$ cat config.mk
export PLATFORM = sky130hd
export DESIGN_NAME = rc4_avalon_stream_ctrl_flat
export DESIGN_NICKNAME = d
export VERILOG_FILES = /design/src/rtl/rc4_pkg.sv /design/src/rtl/rc4_avalon_stream_ctrl_if.sv /design/src/rtl/rc4_sync_fifo.sv /design/src/rtl/rc4_avalon_stream_ctrl.sv /design/src/flat_wrapper.sv
export SDC_FILE = /design/constraint.sdc
export NUM_CORES = 1
export LEC_CHECK = 0
export CORE_ASPECT_RATIO = 0.5
export CORE_UTILIZATION = 60
export DETAILED_ROUTE_END_ITERATION = 8
export PLACE_DENSITY_LB_ADDON = 0.3
export SYNTH_ARGS = -nofsm -noshare
export SYNTH_HDL_FRONTEND = slang
export SYNTH_SLANG_ARGS = --single-unit
$ cat constraint.sdc
create_clock -name clk -period 5.4 [get_ports clk]
set_clock_uncertainty 0.1 [all_clocks]
set_input_delay 1.08 -clock clk [delete_from_list [all_inputs] [get_ports clk]]
set_output_delay 1.08 -clock clk [all_outputs]
set_load 0.05 [all_outputs]
$ cat src/rtl/rc4_pkg.sv
// Register map, control/status bit positions and FSM states shared by the
// RC4 Avalon stream controller and its bench.
package rc4_pkg;

  localparam logic [1:0] ADDR_CTRL   = 2'd0;
  localparam logic [1:0] ADDR_KEY    = 2'd1;
  localparam logic [1:0] ADDR_STREAM = 2'd2;
  localparam logic [1:0] ADDR_COUNT  = 2'd3;

  localparam int CTRL_START      = 0;
  localparam int CTRL_SOFT_RESET = 1;
  localparam int CTRL_CLEAR_KEY  = 2;

  localparam int ST_NOT_EMPTY  = 0;
  localparam int ST_FULL       = 1;
  localparam int ST_BUSY       = 2;
  localparam int ST_KEY_OVF    = 3;
  localparam int ST_UNDERFLOW  = 4;
  localparam int ST_GEN        = 5;
  localparam int ST_COUNT_LSB  = 8;
  localparam int ST_KEYLEN_LSB = 16;

  typedef enum logic [2:0] {
    IDLE,
    CRST,
    KEYLOAD,
    WAITRDY,
    GEN
  } rc4_state_e;

endpackage

$ cat src/rtl/rc4_avalon_stream_ctrl_if.sv
// Avalon-MM slave bus between the HPS lightweight bridge and the RC4 controller.
interface rc4_avalon_stream_ctrl_if;
  logic [1:0]  address;
  logic        chipselect;
  logic        read;
  logic        write;
  logic [3:0]  byteenable;
  logic [31:0] writedata;
  logic [31:0] readdata;

  modport master (
    output address, chipselect, read, write, byteenable, writedata,
    input  readdata
  );

  modport slave (
    input  address, chipselect, read, write, byteenable, writedata,
    output readdata
  );
endinterface

$ cat src/rtl/rc4_sync_fifo.sv
// Single-clock show-ahead FIFO; flush empties it in one cycle.
module rc4_sync_fifo #(
  parameter int WIDTH = 8,
  parameter int DEPTH = 16,
  localparam int AW = $clog2(DEPTH)
) (
  input  logic             clk,
  input  logic             reset_n,
  input  logic             flush,
  input  logic             push,
  input  logic [WIDTH-1:0] din,
  input  logic             pop,
  output logic [WIDTH-1:0] head,
  output logic [AW:0]      count,
  output logic             full,
  output logic             empty
);
  logic [WIDTH-1:0] mem [DEPTH];
  logic [AW-1:0]    rd_ptr;
  logic [AW-1:0]    wr_ptr;
  logic             do_push;
  logic             do_pop;

  assign do_push = push && !full;
  assign do_pop  = pop && !empty;
  assign full    = (count == (AW+1)'(DEPTH));
  assign empty   = (count == '0);
  assign head    = mem[rd_ptr];

  always_ff @(posedge clk) begin
    if (!reset_n || flush) begin
      rd_ptr <= '0;
      wr_ptr <= '0;
      count  <= '0;
    end else begin
      if (do_push) wr_ptr <= wr_ptr + 1'b1;
      if (do_pop)  rd_ptr <= rd_ptr + 1'b1;
      if (do_push && !do_pop)      count <= count + 1'b1;
      else if (do_pop && !do_push) count <= count - 1'b1;
    end
  end

  always_ff @(posedge clk) begin
    if (do_push) mem[wr_ptr] <= din;
  end
endmodule

$ cat src/rtl/rc4_avalon_stream_ctrl.sv
// Avalon-MM front end for the RC4 core: buffers the key, sequences the core
// and queues keystream bytes for software to drain with plain reads.
//
// state   | meaning
// IDLE    | waiting for START; key buffer writable
// CRST    | core held in reset for one cycle
// KEYLOAD | one key byte strobed into the core per cycle
// WAITRDY | core running its key schedule, waiting for core_ready
// GEN     | pulling keystream bytes into the FIFO
module rc4_avalon_stream_ctrl
  import rc4_pkg::*;
#(
  parameter int KEY_MAX_LEN = 16,
  parameter int FIFO_DEPTH  = 16,
  parameter int CNT_W       = 32
) (
  input  logic                    clk,
  input  logic                    reset_n,
  rc4_avalon_stream_ctrl_if.slave avs,
  output logic                    core_reset_n,
  output logic                    core_enable,
  output logic [7:0]              core_keydata,
  input  logic                    core_ready,
  input  logic [7:0]              core_streamvalue
);
  localparam int FAW = $clog2(FIFO_DEPTH);
  localparam int KAW = (KEY_MAX_LEN > 1) ? $clog2(KEY_MAX_LEN) : 1;

  rc4_state_e state, state_next;

  logic [7:0]       key_mem [KEY_MAX_LEN];
  logic [7:0]       key_len;
  logic [7:0]       idx;
  logic             pulse_prev;
  logic [CNT_W-1:0] byte_cnt;
  logic             key_ovf;
  logic             underflow;
  logic             push;

  logic             wr_en, rd_en, ctrl_hit;
  logic             soft_rst, clear_key, start, key_wr, key_full, cnt_clr, stream_rd;
  logic [31:0]      status;

  logic [7:0]       fifo_head;
  logic [FAW:0]     fifo_count;
  logic             fifo_full, fifo_empty;

  assign wr_en     = avs.chipselect && avs.write;
  assign rd_en     = avs.chipselect && avs.read;
  assign ctrl_hit  = wr_en && (avs.address == ADDR_CTRL) && avs.byteenable[0];
  assign soft_rst  = ctrl_hit && avs.writedata[CTRL_SOFT_RESET];
  assign clear_key = ctrl_hit && avs.writedata[CTRL_CLEAR_KEY] && (state == IDLE);
  assign start     = ctrl_hit && avs.writedata[CTRL_START];
  assign key_wr    = wr_en && (avs.address == ADDR_KEY) && avs.byteenable[0] && (state == IDLE);
  assign key_full  = (key_len == 8'(KEY_MAX_LEN));
  assign cnt_clr   = wr_en && (avs.address == ADDR_COUNT);
  assign stream_rd = rd_en && (avs.address == ADDR_STREAM);

  always_comb begin
    state_next   = state;
    push         = 1'b0;
    core_enable  = 1'b0;
    core_keydata = 8'h00;
    case (state)
      IDLE: begin
        // a CLEAR_KEY in the same word empties the key first, so START is moot
        if (start && !clear_key && key_len != 8'd0) state_next = CRST;
      end
      CRST: state_next = KEYLOAD;
      KEYLOAD: begin
        core_enable  = 1'b1;
        core_keydata = key_mem[idx[KAW-1:0]];
        if (idx == key_len - 8'd1) state_next = WAITRDY;
      end
      WAITRDY: begin
        if (core_ready) state_next = GEN;
      end
      GEN: begin
        push        = core_ready && !fifo_full && !pulse_prev;
        core_enable = push;
      end
      default: state_next = IDLE;
    endcase
    if (soft_rst) begin
      state_next  = IDLE;
      push        = 1'b0;
      core_enable = 1'b0;
    end
  end

  always_ff @(posedge clk) begin
    if (!reset_n) begin
      state        <= IDLE;
      idx          <= 8'd0;
      pulse_prev   <= 1'b0;
      core_reset_n <= 1'b0;
    end else begin
      state        <= state_next;
      idx          <= (state == KEYLOAD) ? idx + 8'd1 : 8'd0;
      pulse_prev   <= push;
      core_reset_n <= !(soft_rst || state_next == CRST);
    end
  end

  always_ff @(posedge clk) begin
    if (!reset_n) begin
      key_len <= 8'd0;
    end else if (clear_key) begin
      key_len <= 8'd0;
    end else if (key_wr && !key_full) begin
      key_len <= key_len + 8'd1;
    end
  end

  always_ff @(posedge clk) begin
    if (key_wr && !key_full) key_mem[key_len[KAW-1:0]] <= avs.writedata[7:0];
  end

  always_ff @(posedge clk) begin
    if (!reset_n || soft_rst) begin
      key_ovf   <= 1'b0;
      underflow <= 1'b0;
      byte_cnt  <= '0;
    end else begin
      if (key_wr && key_full)     key_ovf   <= 1'b1;
      if (stream_rd && fifo_empty) underflow <= 1'b1;
      if (cnt_clr)                byte_cnt  <= '0;
      else if (push)              byte_cnt  <= byte_cnt + 1'b1;
    end
  end

  always_comb begin
    status                         = '0;
    status[ST_NOT_EMPTY]           = !fifo_empty;
    status[ST_FULL]                = fifo_full;
    status[ST_BUSY]                = (state != IDLE) && (state != GEN);
    status[ST_KEY_OVF]             = key_ovf;
    status[ST_UNDERFLOW]           = underflow;
    status[ST_GEN]                 = (state == GEN);
    status[ST_COUNT_LSB +: 8]      = 8'(fifo_count);
    status[ST_KEYLEN_LSB +: 9]     = {1'b0, key_len};
  end

  always_ff @(posedge clk) begin
    if (!reset_n) begin
      avs.readdata <= 32'h0;
    end else if (rd_en) begin
      case (avs.address)
        ADDR_CTRL:   avs.readdata <= status;
        ADDR_STREAM: avs.readdata <= fifo_empty ? 32'h0 : {23'h0, 1'b1, fifo_head};
        ADDR_COUNT:  avs.readdata <= 32'(byte_cnt);
        default:     avs.readdata <= 32'h0;
      endcase
    end
  end

  rc4_sync_fifo #(
    .WIDTH (8),
    .DEPTH (FIFO_DEPTH)
  ) u_fifo (
    .clk     (clk),
    .reset_n (reset_n),
    .flush   (soft_rst),
    .push    (push),
    .din     (core_streamvalue),
    .pop     (stream_rd),
    .head    (fifo_head),
    .count   (fifo_count),
    .full    (fifo_full),
    .empty   (fifo_empty)
  );
endmodule

$ cat src/flat_wrapper.sv
// flat-port wrapper written by rule: the top's interface ports become plain ports
module rc4_avalon_stream_ctrl_flat import rc4_pkg::*;
#(
  parameter int KEY_MAX_LEN = 16,
  parameter int FIFO_DEPTH  = 16,
  parameter int CNT_W       = 32
)
  (clk, reset_n, core_reset_n, core_enable, core_keydata, core_ready, core_streamvalue, avs_address, avs_chipselect, avs_read, avs_write, avs_byteenable, avs_writedata, avs_readdata);
  rc4_avalon_stream_ctrl_if avs_i ();
  input  logic clk;
  input  logic reset_n;
  output logic core_reset_n;
  output logic core_enable;
  output logic [7:0] core_keydata;
  input  logic core_ready;
  input  logic [7:0] core_streamvalue;
  input wire logic [$bits(avs_i.address)-1:0] avs_address;
  input wire logic [$bits(avs_i.chipselect)-1:0] avs_chipselect;
  input wire logic [$bits(avs_i.read)-1:0] avs_read;
  input wire logic [$bits(avs_i.write)-1:0] avs_write;
  input wire logic [$bits(avs_i.byteenable)-1:0] avs_byteenable;
  input wire logic [$bits(avs_i.writedata)-1:0] avs_writedata;
  output wire logic [$bits(avs_i.readdata)-1:0] avs_readdata;
  assign avs_i.address = avs_address;
  assign avs_i.chipselect = avs_chipselect;
  assign avs_i.read = avs_read;
  assign avs_i.write = avs_write;
  assign avs_i.byteenable = avs_byteenable;
  assign avs_i.writedata = avs_writedata;
  assign avs_readdata = avs_i.readdata;
  rc4_avalon_stream_ctrl #(.KEY_MAX_LEN(KEY_MAX_LEN), .FIFO_DEPTH(FIFO_DEPTH), .CNT_W(CNT_W)) u_core (.clk(clk), .reset_n(reset_n), .avs(avs_i), .core_reset_n(core_reset_n), .core_enable(core_enable), .core_keydata(core_keydata), .core_ready(core_ready), .core_streamvalue(core_streamvalue));
endmodule
==> impl_metrics.toml, run 1 <==
[outcome]
outcome = "finished, final reports clean"

[worst_setup_path]
reg2regPathDepth = 12
critPathCaptureType = "output pin"
critical_path_buffers_and_inverters = 2
regToRegEndpoint = "u_core.u_fifo.count[4]"
critical_path_cell_list = "buf_12 > mux4_2 > mux4_2 > and2_1 > clkdlybuf4s50_1"
crit_top_cell = "sky130_fd_sc_hd__mux4_2"
worstPathRequired_ps = 4220
rr_startpoint = "u_core.u_fifo.count[0]"
critical-path-slowest-cell = "sky130_fd_sc_hd__dfxtp_2"
critical_path.top_delay_family = "multiplexers"
highest_fanout_seen_on_the_critical_path = 20
critPathKind = "register to output pin"
cp_slowest_stage_delay_ps = 740
worst-endpoint-arrival_ps = 3490
reg2reg_setup_slack_ps = 1450
critPathLaunchType = "register"

[finish]
highest_count_cells_in_the_layout_ignoring_fill_and_taps = "sky130_fd_sc_hd__edfxtp_1, sky130_fd_sc_hd__dfxtp_1, sky130_fd_sc_hd__nor2_1"
layout_commonest_cell = "sky130_fd_sc_hd__edfxtp_1"
area.growth.synth_to_final_pct = 13.0
antenna-diode-count = 0
layout_cells_sized_above_1 = 0.143
finish.net_count = 1120

[power_and_ir_drop]
power-per-cell-area_mw_per_mm2 = 309
seq_power_share = 0.572
p_int_mw = 4.15
combinationalPowerShare = 0.029
pwr-share-clk = 0.399
leakage_nw = 5.36
ir_worst_vdd_mv = 0.296
netSwitchingFraction = 0.200
net_load_switching_power_mw = 1.04

[detailed_routing]
wl_per_cell_um = 22.2
detail-route-antenna-nets = 0
postRouteWirelength_mm = 31.3
via_count = 8719
detail_route.first_pass.iterations = 5
drt_iter0_markers = 845
number_of_vias_per_cell_after_detailed_routing = 6.18
route.detailed.drc = 0

[global_routing]
grt_start_max_net_pins = 40
grt.overflow.total = 0
gr-usage-all-layers = 0.254
vias_in_the_first_global_route = 8673
grt_pass1_wl_mm = 49.0
antenna_found_initial = 0

[clock_tree]
cts_hold_buffers = 0
ctsRootBufferMaster = "sky130_fd_sc_hd__clkbuf_16"
clkLatencyLatePin_ps = 560
cts_resized = 0
clk_pin_slew_worst_paths_ps = 70
post_cts.repair.setup_buffers = 0
max-clock-path-buffers = 3
inserted_clock_buffers = 30
cts_tree = "done"
cts_sinks = 360
cts_max_level = 1

[synthesis]
synth_area_per_cell_um2 = 14.9
post_synthesis_cells = 994
synth_seq_cells = 360
synth.area.mux_share = 0.124
edff_count_synth = 256
arithmetic_cell_share_of_the_synthesized_area_counting_full_adders_half_adders_and_majority_gates = 0.0148
yosys.area.top_type_share = 0.518
netlist-cell-type-count = 57
largest_cells_by_area_after_synthesis = "sky130_fd_sc_hd__edfxtp_1, sky130_fd_sc_hd__dfxtp_1, sky130_fd_sc_hd__mux4_2"
share_of_the_synthesized_area_in_compound_gates_ao_oa_aoi_oai = 0.0540
synthesized_cell_area_mm2 = 0.0148
synth_top_flop_cell = "sky130_fd_sc_hd__edfxtp_1"
synth_seq_area_share = 0.659
synth_top_family_by_area = "multiplexers"
mappedNetlistNets = 1063
ys_warn_count = 0
synth_xor_xnor_area_share = 0.0272
async_reset_ff_frac = 0
synth_simple_gate_area_frac = 0.100
netlist.top_cell.by_area = "sky130_fd_sc_hd__edfxtp_1"

[die]
die-height_um = 113
floorplan.die.width_um = 224
start_util = 0.615
dieArea_mm2 = 0.0254
num_io_pins = 94
core.rowCount = 40
core_mm2 = 0.0241

[place]
buffer_ports.inserted = 66
dpl_worst_slack_ps = 849
gp_congestion = 0.849
post-dp-hpwl_mm = 19.7

[timing]
finalSetupViolations = 0
slew_viol_final = 0
fmax_achieved_mhz = 214
timing.final.crit_period_ps = 4670
rsz_0062_raised_after_global_routing = "false"
total_negative_slack_for_setup_checks_ps = 0
finalHoldViolCount = 0
worst_slack_ps = 733
ratio_of_final_minimum_period_to_clock_period = 0.864
worst_slew_pin_slew_ps = 1150
whs_ps = 385
relative_slew_slack = 0.227

[flow_run]
maxCapViolations = 0

[min_path]
worstHoldPathType = "register to register"
worst_hold_endpoint = "u_core.underflow"
min_path_cells = 2
hold_path.startpoint = "u_core.underflow"
[synthesized netlist by cell type (all sizes together), types with 3 or more instances]
master and n:
edfxtp 256, dfxtp 104, nor2 87, mux4 73, clkbuf 42, nand3 31, a21oi 30, nand2 29
o21ai 29, xor2 26, and2 25, inv 20, xnor2 20, nand4 18, or3 17, and3 16
buf 16, ha 16, a221oi 15, nor2b 14, nor3 14, nor3b 13, mux2i 12, a22oi 11
mux2 7, nor4 6, o211ai 6, o31ai 4, or4 4, a2111oi 3, a221o 3, nand2b 3
[stage by stage]
step | cell area [µm²] | power, mW | util | std cells
2_1_floorplan | 14800 | 3.10 | - | 994
6_report | 16800 | 5.19 | 0.695 | 1411
5_1_grt | 16800 | 5.33 | 0.695 | 1411
3_3_place_gp | 15800 | 3.17 | 0.656 | 1355
3_5_place_dp | 15800 | 3.18 | 0.656 | 1355
4_1_cts | 16800 | 5.21 | 0.695 | 1411
[power by group through the flow]
stage	clock (mW)	sequential [mW]	combinational [mW]
after floorplan	0	3.06	0.0464
after global placement	0	3.03	0.147
after detailed placement	0	3.03	0.152
after CTS	2.09	2.97	0.152
after global routing	2.20	2.97	0.162
final	2.07	2.97	0.152
[cell type report]
cell class | instances | area [µm²]
clock buffer | 49 | 906
timing repair buffer | 83 | 801
fill | 1670 | 7360
sequential | 360 | 9770
multi-input combinational | 556 | 4750
tap | 336 | 420
clock inverter | 7 | 31.3
inverter | 20 | 75.1
[tightest hold or removal path, stage by stage (launching register included)]
cell and delay, ps:
sky130_fd_sc_hd__dfxtp_1 330, sky130_fd_sc_hd__a21oi_1 50, sky130_fd_sc_hd__nor2_1 70
[metal layers]
layer	track usage	share of wire	vias to the layer above	routed length (µm)
li1	-	-	3940	-
met1	0.344	0.41	4413	13000
met2	0.433	0.50	296	15600
met3	0.0382	0.058	70	1810
met4	0.0730	0.028	0	872
met5	0	0	-	0
[cell families (layout without fill, tap and decap cells)]
| group | after synthesis | in the layout |
|---|---|---|
| AO/OA/AOI/OAI | 117 | 117 |
| flip-flops | 360 | 360 |
| adder cells (fa/ha/maj) | 17 | 17 |
| buffers and inverters | 78 | 159 |
| multiplexers | 92 | 92 |
| AND/OR/NAND/NOR | 284 | 284 |
| XOR/XNOR | 46 | 46 |
[sequential cells by signal, indices dropped and copies added, names as in the netlist, 3 cells and up, named ones only]
| signal | flops |
|---|---|
| u_core.key_mem | 128 |
| u_core.u_fifo.mem | 128 |
| u_core.avs.readdata | 32 |
| u_core.byte_cnt | 32 |
| u_core.idx | 8 |
| u_core.key_len | 8 |
| u_core.u_fifo.count | 5 |
| u_core.u_fifo.rd_ptr | 4 |
| u_core.u_fifo.wr_ptr | 4 |
| u_core.state | 3 |
[how the worst max path moves through the flow]
| stage | start | to | slack (ps) | cells after the start |
|---|---|---|---|---|
| after floorplan | avs_address[0] | u_core.u_fifo.count[4] | 1640 | 14 |
| after global placement | core_ready | u_core.u_fifo.count[4] | 960 | 13 |
| after detailed placement | core_ready | u_core.u_fifo.count[4] | 850 | 13 |
| after global routing | u_core.idx[0] | core_keydata[6] | 580 | 5 |
| final | u_core.idx[0] | core_keydata[6] | 730 | 5 |
| after CTS | u_core.idx[0] | core_keydata[6] | 660 | 5 |
(Power assumes the default switching activity.)
==> run 2, diff against run 1 <==
--- a/config.mk
+++ b/config.mk
@@ -7,6 +7,8 @@
 export LEC_CHECK = 0
 export CORE_ASPECT_RATIO = 0.5
 export CORE_UTILIZATION = 60
+export CTS_BUF_LIST = sky130_fd_sc_hd__clkbuf_4 sky130_fd_sc_hd__clkbuf_8
+export CTS_CLUSTER_SIZE = 16
 export DETAILED_ROUTE_END_ITERATION = 8
 export PLACE_DENSITY_LB_ADDON = 0.3
 export SYNTH_ARGS = -nofsm -noshare
==> constraint.sdc (replaced) <==
create_clock -name clk -period 5.6 [get_ports clk]
set_clock_uncertainty 0.1 [all_clocks]
set_input_delay 1.12 -clock clk [delete_from_list [all_inputs] [get_ports clk]]
set_output_delay 1.12 -clock clk [all_outputs]
set_load 0.05 [all_outputs]
==> run 2 against run 1 <==
Against the previous run: critical path depth is the same; die area is the same; flip-flop and latch count is the same.
==> impl_metrics.toml, run 2 (synthesis results as in run 1) <==
[power_and_ir_drop]
seq_power_share = 0.575
netSwitchingFraction = 0.213
combinationalPowerShare = 0.030
leakage_nw = 5.40
ir_worst_vdd_mv = 0.233
design_power_total_mw = 4.98
power-per-cell-area_mw_per_mm2 = 297
p_int_mw = 3.92
net_load_switching_power_mw = 1.06
pwr-share-clk = 0.396

[die]
core.rowCount = 40
die-height_um = 113
num_io_pins = 94
start_util = 0.615
floorplan.die.width_um = 224
dieArea_mm2 = 0.0254
core_mm2 = 0.0241

[detailed_routing]
drt_iter0_markers = 796
detail_route.first_pass.iterations = 6
wl_per_cell_um = 21.8
via_count = 8777
detail-route-antenna-nets = 0
number_of_vias_per_cell_after_detailed_routing = 6.07
postRouteWirelength_mm = 31.4
route.detailed.drc = 0

[worst_setup_path]
cp_slowest_stage_delay_ps = 740
critPathCaptureType = "output pin"
critical_path_buffers_and_inverters = 2
critical-path-slowest-cell = "sky130_fd_sc_hd__dfxtp_2"
worstPathRequired_ps = 4380
reg2regPathDepth = 12
critPathKind = "register to output pin"
highest_fanout_seen_on_the_critical_path = 20
regToRegEndpoint = "u_core.u_fifo.count[4]"
critPathLaunchType = "register"
rr_startpoint = "u_core.u_fifo.count[0]"
worst-endpoint-arrival_ps = 3560
crit_top_cell = "sky130_fd_sc_hd__mux4_2"
critical_path.top_delay_family = "buffers and inverters"
worstSetupEndpoint = "core_keydata[6]"
reg2reg_setup_slack_ps = 1750
worstSetupPathDepth = 5
critical_path_cell_list = "buf_4 > mux4_2 > mux4_2 > and2_1 > clkdlybuf4s50_1"
setup.worst_path.start = "u_core.idx[0]"

[place]
buffer_ports.inserted = 66
gp_congestion = 0.817
dpl_worst_slack_ps = 1010
post-dp-hpwl_mm = 19.9
place_area_mm2 = 0.0158
numPlacedInstances = 1356

[timing]
worst_slack_ps = 815
whs_ps = 381
fmax_achieved_mhz = 209
worst_slew_pin_slew_ps = 1220
timing.final.crit_period_ps = 4780
rsz_0062_raised_after_global_routing = "false"
slew_viol_final = 0
total_negative_slack_for_setup_checks_ps = 0
relative_slew_slack = 0.183
finalSetupViolations = 0
ratio_of_final_minimum_period_to_clock_period = 0.854
finalHoldViolCount = 0

[finish]
antenna-diode-count = 0
final-instance-count-excl-fill = 1445
final_cell_area_mm2 = 0.0168
layout_commonest_cell = "sky130_fd_sc_hd__edfxtp_1"
utilization_after_layout = 0.695
layout_cells_sized_above_1 = 0.171
finish.net_count = 1139
area.growth.synth_to_final_pct = 13.1
highest_count_cells_in_the_layout_ignoring_fill_and_taps = "sky130_fd_sc_hd__edfxtp_1, sky130_fd_sc_hd__dfxtp_1, sky130_fd_sc_hd__nor2_1"

[clock_tree]
inserted_clock_buffers = 48
cts_tree = "done"
cts_resized = 0
clk_pin_slew_worst_paths_ps = 60
clkLatencyLatePin_ps = 570
cts_hold_buffers = 0
cts_max_level = 2
cts_sinks = 360
ctsRootBufferMaster = "sky130_fd_sc_hd__clkbuf_8"
max-clock-path-buffers = 3
post_cts.repair.setup_buffers = 0

[global_routing]
gr-usage-all-layers = 0.258
grt_start_max_net_pins = 40
vias_in_the_first_global_route = 8954
grt.overflow.total = 0
antenna_found_initial = 0
grt_pass1_wl_mm = 49.4

[flow_run]
maxCapViolations = 0

[outcome]
outcome = "finished, final reports clean"

[min_path]
worstHoldPathType = "register to register"
hold_path.startpoint = "u_core.underflow"
==> run 2: final cells by class <==
type | instances | area, µm²
clock buffer | 74 | 893
sequential | 360 | 9770
timing repair buffer | 84 | 796
fill | 1640 | 7350
inverter | 20 | 75.1
multi-input combinational | 556 | 4750
tap | 336 | 420
clock inverter | 15 | 65.1
==> run 2: power groups by stage <==
stage	combinational (mW)	sequential [mW]	clock, mW
2_1_floorplan	0.0448	2.95	0
4_1_cts	0.147	2.86	2.00
3_3_place_gp	0.142	2.92	0
5_1_grt	0.157	2.86	2.12
3_5_place_dp	0.147	2.92	0
6_report	0.147	2.86	1.97
==> run 2: worst min-delay path, delay by kind of cell (launching register included) <==
kind / cells / cell delay [ps]
AO/OA/AOI/OAI: 1 / 50
flip-flops: 1 / 330
AND/OR/NAND/NOR: 1 / 70
==> run 2: layer usage <==
| layer | GRT usage | vias up | part of all wire |
|---|---|---|---|
| met4 | 0.0785 | 0 | 0.026 |
| met5 | 0 | - | 0 |
| met3 | 0.0475 | 68 | 0.062 |
| met1 | 0.344 | 4396 | 0.42 |
| met2 | 0.437 | 327 | 0.50 |
| li1 | - | 3986 | - |
==> run 2: worst min-delay path by stage <==
stage | end | slack, ps | cells past startpoint
after floorplan | u_core.underflow | 340 | 2
after global placement | u_core.underflow | 360 | 2
after detailed placement | u_core.underflow | 370 | 2
after CTS | u_core.underflow | 380 | 2
after global routing | u_core.byte_cnt[16] | 410 | 2
final | u_core.underflow | 380 | 2
==> run 3, diff against run 2 <==
--- a/config.mk
+++ b/config.mk
@@ -11,6 +11,7 @@
 export CTS_CLUSTER_SIZE = 16
 export DETAILED_ROUTE_END_ITERATION = 8
 export PLACE_DENSITY_LB_ADDON = 0.3
+export SKIP_LAST_GASP = 1
 export SYNTH_ARGS = -nofsm -noshare
 export SYNTH_HDL_FRONTEND = slang
 export SYNTH_SLANG_ARGS = --single-unit
==> results of run 3 <==
The final DEF is identical to that of run 2; final timing and power are the same.
